$ cat src/rtl/demux_pkg.sv
// Shared constants for the 1-to-4 demux scheduler: modes, channel indices, FSM encoding.
package demux_pkg;

    localparam int unsigned N_CH = 4;

    localparam logic MODE_TAGGED = 1'b0;
    localparam logic MODE_RR     = 1'b1;

    localparam logic [1:0] CH_A = 2'd0;
    localparam logic [1:0] CH_B = 2'd1;
    localparam logic [1:0] CH_C = 2'd2;
    localparam logic [1:0] CH_D = 2'd3;

    localparam logic [1:0] ST_RUN   = 2'd0;
    localparam logic [1:0] ST_DRAIN = 2'd1;
    localparam logic [1:0] ST_FLUSH = 2'd2;

    typedef enum logic [1:0] {
        S_RUN   = ST_RUN,
        S_DRAIN = ST_DRAIN,
        S_FLUSH = ST_FLUSH
    } state_e;

endpackage

$ cat src/rtl/demux_chan_reg.sv
// One-entry output holding register with valid/ready; data reads zero whenever empty.
module demux_chan_reg #(
    parameter int unsigned DATA_W = 4
) (
    input  logic              clk,
    input  logic              rst_n,
    input  logic              clr_i,
    input  logic              load_i,
    input  logic [DATA_W-1:0] data_i,
    input  logic              ready_i,
    output logic              valid_o,
    output logic [DATA_W-1:0] q_o
);

    logic              valid_q, valid_d;
    logic [DATA_W-1:0] data_q, data_d;

    // A load in the same cycle as a drain wins, keeping the channel valid without a gap.
    always_comb begin
        valid_d = valid_q;
        data_d  = data_q;
        if (clr_i) begin
            valid_d = 1'b0;
            data_d  = '0;
        end else if (load_i) begin
            valid_d = 1'b1;
            data_d  = data_i;
        end else if (valid_q && ready_i) begin
            valid_d = 1'b0;
            data_d  = '0;
        end
    end

    always_ff @(posedge clk) begin
        if (!rst_n) begin
            valid_q <= 1'b0;
            data_q  <= '0;
        end else begin
            valid_q <= valid_d;
            data_q  <= data_d;
        end
    end

    assign valid_o = valid_q;
    assign q_o     = data_q;

endmodule

$ cat src/rtl/demux_scheduler.sv
// Routes an input word stream to four held channels by tag or strict round-robin,
// with drain-before-mode-change and single-cycle flush sequencing.
module demux_scheduler
    import demux_pkg::*;
#(
    parameter int unsigned DATA_W = 4,
    parameter int unsigned CNT_W  = 8
) (
    input  logic              clk,
    input  logic              rst_n,
    input  logic [DATA_W-1:0] in_data,
    input  logic [1:0]        in_dest,
    input  logic              in_valid,
    output logic              in_ready,
    input  logic              mode_req,
    input  logic              flush,
    output logic [DATA_W-1:0] A,
    output logic [DATA_W-1:0] B,
    output logic [DATA_W-1:0] C,
    output logic [DATA_W-1:0] D,
    output logic [N_CH-1:0]   out_valid,
    input  logic [N_CH-1:0]   out_ready,
    output logic [1:0]        sel,
    output logic              mode,
    output logic [CNT_W-1:0]  acc_count
);

    state_e           state_q, state_d;
    logic             mode_q, mode_d;
    logic [1:0]       rr_q, rr_d;
    logic [CNT_W-1:0] cnt_q, cnt_d;

    logic             accept_c;
    logic             clr_c;
    logic [1:0]       tgt_c;
    logic [DATA_W-1:0] chan_data [N_CH];

    assign tgt_c = (mode_q == MODE_RR) ? rr_q : in_dest;
    assign clr_c = flush || (state_q == S_FLUSH);

    // Ready is combinational so a channel can refill in the cycle it drains.
    assign in_ready = rst_n && !flush && (state_q == S_RUN) &&
                      (!out_valid[tgt_c] || out_ready[tgt_c]);
    assign accept_c = in_valid && in_ready;

    always_comb begin
        state_d = state_q;
        mode_d  = mode_q;
        rr_d    = rr_q;
        cnt_d   = cnt_q;

        if (accept_c) begin
            cnt_d = cnt_q + CNT_W'(1);
            if (mode_q == MODE_RR) begin
                rr_d = rr_q + 2'd1;
            end
        end

        unique case (state_q)
            S_RUN: begin
                if (flush) begin
                    state_d = S_FLUSH;
                end else if (mode_req != mode_q) begin
                    state_d = S_DRAIN;
                end
            end
            S_DRAIN: begin
                if (flush) begin
                    state_d = S_FLUSH;
                end else if (out_valid == '0) begin
                    mode_d  = mode_req;
                    rr_d    = 2'd0;
                    state_d = S_RUN;
                end
            end
            S_FLUSH: begin
                if (flush) begin
                    state_d = S_FLUSH;
                end else if (mode_req != mode_q) begin
                    state_d = S_DRAIN;
                end else begin
                    state_d = S_RUN;
                end
            end
            default: state_d = S_RUN;
        endcase

        if (clr_c) begin
            rr_d  = 2'd0;
            cnt_d = '0;
        end
    end

    always_ff @(posedge clk) begin
        if (!rst_n) begin
            state_q <= S_RUN;
            mode_q  <= MODE_TAGGED;
            rr_q    <= 2'd0;
            cnt_q   <= '0;
        end else begin
            state_q <= state_d;
            mode_q  <= mode_d;
            rr_q    <= rr_d;
            cnt_q   <= cnt_d;
        end
    end

    for (genvar i = 0; i < N_CH; i++) begin : g_chan
        demux_chan_reg #(
            .DATA_W (DATA_W)
        ) u_chan (
            .clk     (clk),
            .rst_n   (rst_n),
            .clr_i   (clr_c),
            .load_i  (accept_c && (tgt_c == 2'(i))),
            .data_i  (in_data),
            .ready_i (out_ready[i]),
            .valid_o (out_valid[i]),
            .q_o     (chan_data[i])
        );
    end

    assign A         = chan_data[CH_A];
    assign B         = chan_data[CH_B];
    assign C         = chan_data[CH_C];
    assign D         = chan_data[CH_D];
    assign sel       = tgt_c;
    assign mode      = mode_q;
    assign acc_count = cnt_q;

endmodule

$ cat config.mk
export PLATFORM = sky130hd
export DESIGN_NAME = demux_scheduler
export DESIGN_NICKNAME = d
export VERILOG_FILES = /design/src/rtl/demux_pkg.sv /design/src/rtl/demux_chan_reg.sv /design/src/rtl/demux_scheduler.sv
export SDC_FILE = /design/constraint.sdc
export NUM_CORES = 1
export LEC_CHECK = 0
export CAP_MARGIN = 20
export CORE_MARGIN = 2
export CORE_UTILIZATION = 41
export CTS_CLUSTER_SIZE = 8
export DETAILED_ROUTE_END_ITERATION = 16
export GPL_TIMING_DRIVEN = 0
export PLACE_DENSITY = 0.74
export RECOVER_POWER = 100
export SETUP_SLACK_MARGIN = 0.4
export SYNTH_ARGS = -nofsm -noshare
export SYNTH_HDL_FRONTEND = slang
export SYNTH_SLANG_ARGS = --single-unit
$ cat constraint.sdc
create_clock -name clk -period 1.8 [get_ports clk]
set_input_delay 0.36 -clock clk [delete_from_list [all_inputs] [get_ports clk]]
set_output_delay 0.36 -clock clk [all_outputs]
set_load 0.01 [all_outputs]
==> qor_table.md, run 1 <==
| Parameter | Value | Unit |
| --- | --- | --- |
| Maximum fanout along the worst path | 4 | - |
| Share of async-settable or async-resettable flops after synthesis | 0 | - |
| Number of diodes added for antenna fixing | 0 | - |
| Sort of element at the start of the critical path | input port | - |
| Result of the run | complete, but fails checks | - |
| Overall fraction of global-route tracks in use | 0.1951 | - |
| DP Wirelength | 2576 | um |
| Slack of the critical path | -275.2 | ps |
| Number of nets in the finished design | 275 | - |
| Most frequent cell after synthesis | dfxtp_1 | - |
| Cells after DPL | 270 | - |
| Drt initial violations | 91 | - |
| Drt wl/cell | 13.93 | um |
| Layout area overhead | 67.59 | % |
| Maximum frequency from static timing analysis | 481.9 | MHz |
| Initial standard-cell utilization of the core | 0.4239 | - |
| Violations in the final reports | setup timing | - |
| Top cell type's share of synthesized area | 0.4289 | - |
| Total standard cell area after synthesis | 1540 | sq um |
| Die Outline Area | 4263 | sq um |
| P per Cell Area | 636.6 | nW/um^2 |
| Number of port buffers | 46 | - |
| Final critical-path required period | 2075 | ps |
| Avg Inst Size Synth | 8.751 | sq um |
| Clock slew at reported path FFs | 60 | ps |
| Total count of max-transition violations in the final report | 0 | - |
| Number of flops mapped to enable cells by yosys | 0 | - |
| Post-synth top cells | dfxtp_1, nand2_1, a21oi_1 | - |
| Final worst-path cycle share | 1.153 | - |
| Least-Margin Pin Slew | 356.8 | ps |
| Worst hold margin | 451.2 | ps |
| Critical path data arrival time | 1720 | ps |
| Final Instance Count excl. Fillers | 308 | - |
| Post-synthesis cell type with the largest combined area | dfxtp_1 | - |
| Maximum number of pins on one net before global-route repair | 11 | - |
| VDD IR max | 424.1 | uV |
| Wire length of the first global-routing pass | 6444 | um |
| Via count of the first global-routing pass | 1,419 | - |
| Cells after synthesis | 176 | - |
| Data required time of the worst path | 1440 | ps |
| DIE WIDTH | 65.29 | um |
| Proportion of layout cells with a drive suffix above 1 | 0.3269 | - |
| Number of register bits inferred by synthesis | 33 | - |
| Area of the placeable core | 3633 | sq um |
| First-pass iteration count of the detailed router | 4 | - |
| Via Count | 1,566 | - |
| Setup violation total in the final timing report | 19 | - |
| Slew Limit Headroom | 0.7616 | - |
| Routability congestion estimate | 0.7892 | - |
| Number of max-cap violations | 0 | - |
| Clock latency on the worst-skew pair | 280 | ps |
| Initial antenna violation count | 0 | - |
| Leading register cell type out of synthesis | dfxtp_1 | - |
| Detail-routed via count per cell | 5.084 | - |
| Maximum clock insertion buffer count | 2 | - |
| Clock tree from TritonCTS | yes | - |
| Dominant cells by area after synthesis | dfxtp_1, nand3b_1, a21oi_1, nand2_1, nor2_1 | - |
| Residual antenna-violating net count after detailed routing | 0 | - |
| Cell chosen for the clock root | clkbuf_8 | - |
| Unrepaired setup endpoints after global routing | yes | - |
| Die extent in y | 65.29 | um |
| Path type of the worst setup path | in2out | - |
| Kind of path behind the tightest hold check | in2reg | - |
| Final hold violation count | 0 | - |
| Count of filler cells inserted in the layout | 271 | - |
| Number of distinct library cells after synthesis | 36 | - |
| Number of top-level design ports | 47 | - |
| Cts bufs inserted | 5 | - |
| Leakage power | 0.001039 | uW |
| CTS H-Tree Depth | 2 | - |
| Site row count | 22 | - |
| Endpoint type of the worst setup path | primary output | - |
| Number of remaining DRC errors | 0 | - |
| Final sum of negative setup slack | -2372 | ps |
| Number of sinks driven by the clock tree | 33 | - |
| Part of the Yosys area used for sequential elements | 0.4289 | - |
| Synthesis Warnings | 0 | - |
| Post-Route Skew | 6.247 | ps |
| Drt total wl | 4290 | um |
| Synth Net Count | 192 | - |
| Residual overflow from global routing | 0 | - |
## kinds of logic (layout without fill, tap and decap cells)
kind of cell,Yosys count,after routing,synth area share
AOI/OAI and AO/OA,31,31,0.1251
adders and majority gates,1,1,0.008122
buffers and inverters,14,95,0.05037
and+or+nand+nor,86,89,0.3038
muxes,7,7,0.06093
DFF,33,33,0.4289
xor gates and xnor gates,4,4,0.02275
## worst max-delay path: stages
cell	delay (ps)
clkdlybuf4s50_1	460
nor2b_2	320
mux2_4	240
nor2_1	40
o21a_1	160
buf_2	130
## flip-flops by register name, indices dropped and copies added (netlist names)
signal                 cells
state_q                    2
mode                       1
g_chan.u_chan.q_o         16
rr_q                       2
acc_count                  8
g_chan.u_chan.valid_o      4
## path summary, 6_finish.rpt
kind           startpoint           end  slack [ps]  cells after the start
min reg2reg    state_q[0]    state_q[1]         470                      1
max          out_ready[1]      in_ready        -280                      6
min                 flush    state_q[1]         450                      3
max reg2reg          mode  acc_count[6]        -230                      8
## cell usage in the layout (no fill, tap or decap), types with 3 or more instances in the layout
cell type,Yosys,final
dlygate4sd2_1,0,28
dfxtp_1,33,26
nand2_1,24,24
buf_4,4,23
a21oi_1,20,18
nor2_1,17,17
nand3b_1,17,17
clkdlybuf4s50_1,0,11
buf_6,1,10
nor3_4,0,6
clkbuf_8,0,6
dfxtp_2,0,5
nand2b_1,4,4
inv_1,5,4
nor2b_2,0,3
clkbuf_2,0,3
and3_1,3,3
nand4_1,3,3
## what timing repair did
item	CTS	global route
setup endpoints to repair	62	36
hold buffers	0	0
resized for setup	77	21
pin swaps	6	12
buffers inserted	17	10
gates cloned	1	2
## through the flow
stage          worst slack [ps]  utilization  power [uW]  instance area, sq um
2_1_floorplan            -122.4            -       811.1                  1541
3_3_place_gp             -936.7       0.5675       876.1                  2062
3_5_place_dp             -944.1       0.5675       877.1                  2062
4_1_cts                  -235.0       0.6594        1621                  2396
5_1_grt                  -334.2       0.7104        1697                  2581
6_report                 -275.2       0.7104        1643                  2581
## report_power, final
group | internal [uW] | total (uW) | leakage [uW] | switching (uW)
clock | 451 | 716 | 0.0000585 | 265
sequential | 733 | 738 | 0.000270 | 5.34
combinational | 100 | 189 | 0.000711 | 88.7
total | 1280 | 1640 | 0.00104 | 359
## routing by layer
metal / routed length (um) / global-route usage / vias up
li1: - / - / 782
met1: 1769 / 0.2390 / 743
met2: 2270 / 0.3342 / 35
met3: 189 / 0.03938 / 6
met4: 61 / 0.07813 / 0
met5: 0 / 0 / -
## area by class of cell
type | count | area (sq um) | share of cell area
Clock buffer | 7 | 86.33 | 0.03345
Inverter | 6 | 25.02 | 0.009695
Sequential cell | 33 | 674.4 | 0.2613
Clock inverter | 1 | 30.03 | 0.01163
Timing Repair Buffer | 73 | 670.6 | 0.2598
Tap cell | 48 | 60.06 | 0.02327
Buffer | 8 | 56.30 | 0.02181
Multi-Input combinational cell | 132 | 978.4 | 0.3791
(Power assumes the default switching activity.)
==> inputs of run 2 (changes only) <==
- CAP_MARGIN: 20 -> not set
==> results of run 2 <==
Same layout as run 1: the final DEF is identical, and so are final timing and power.
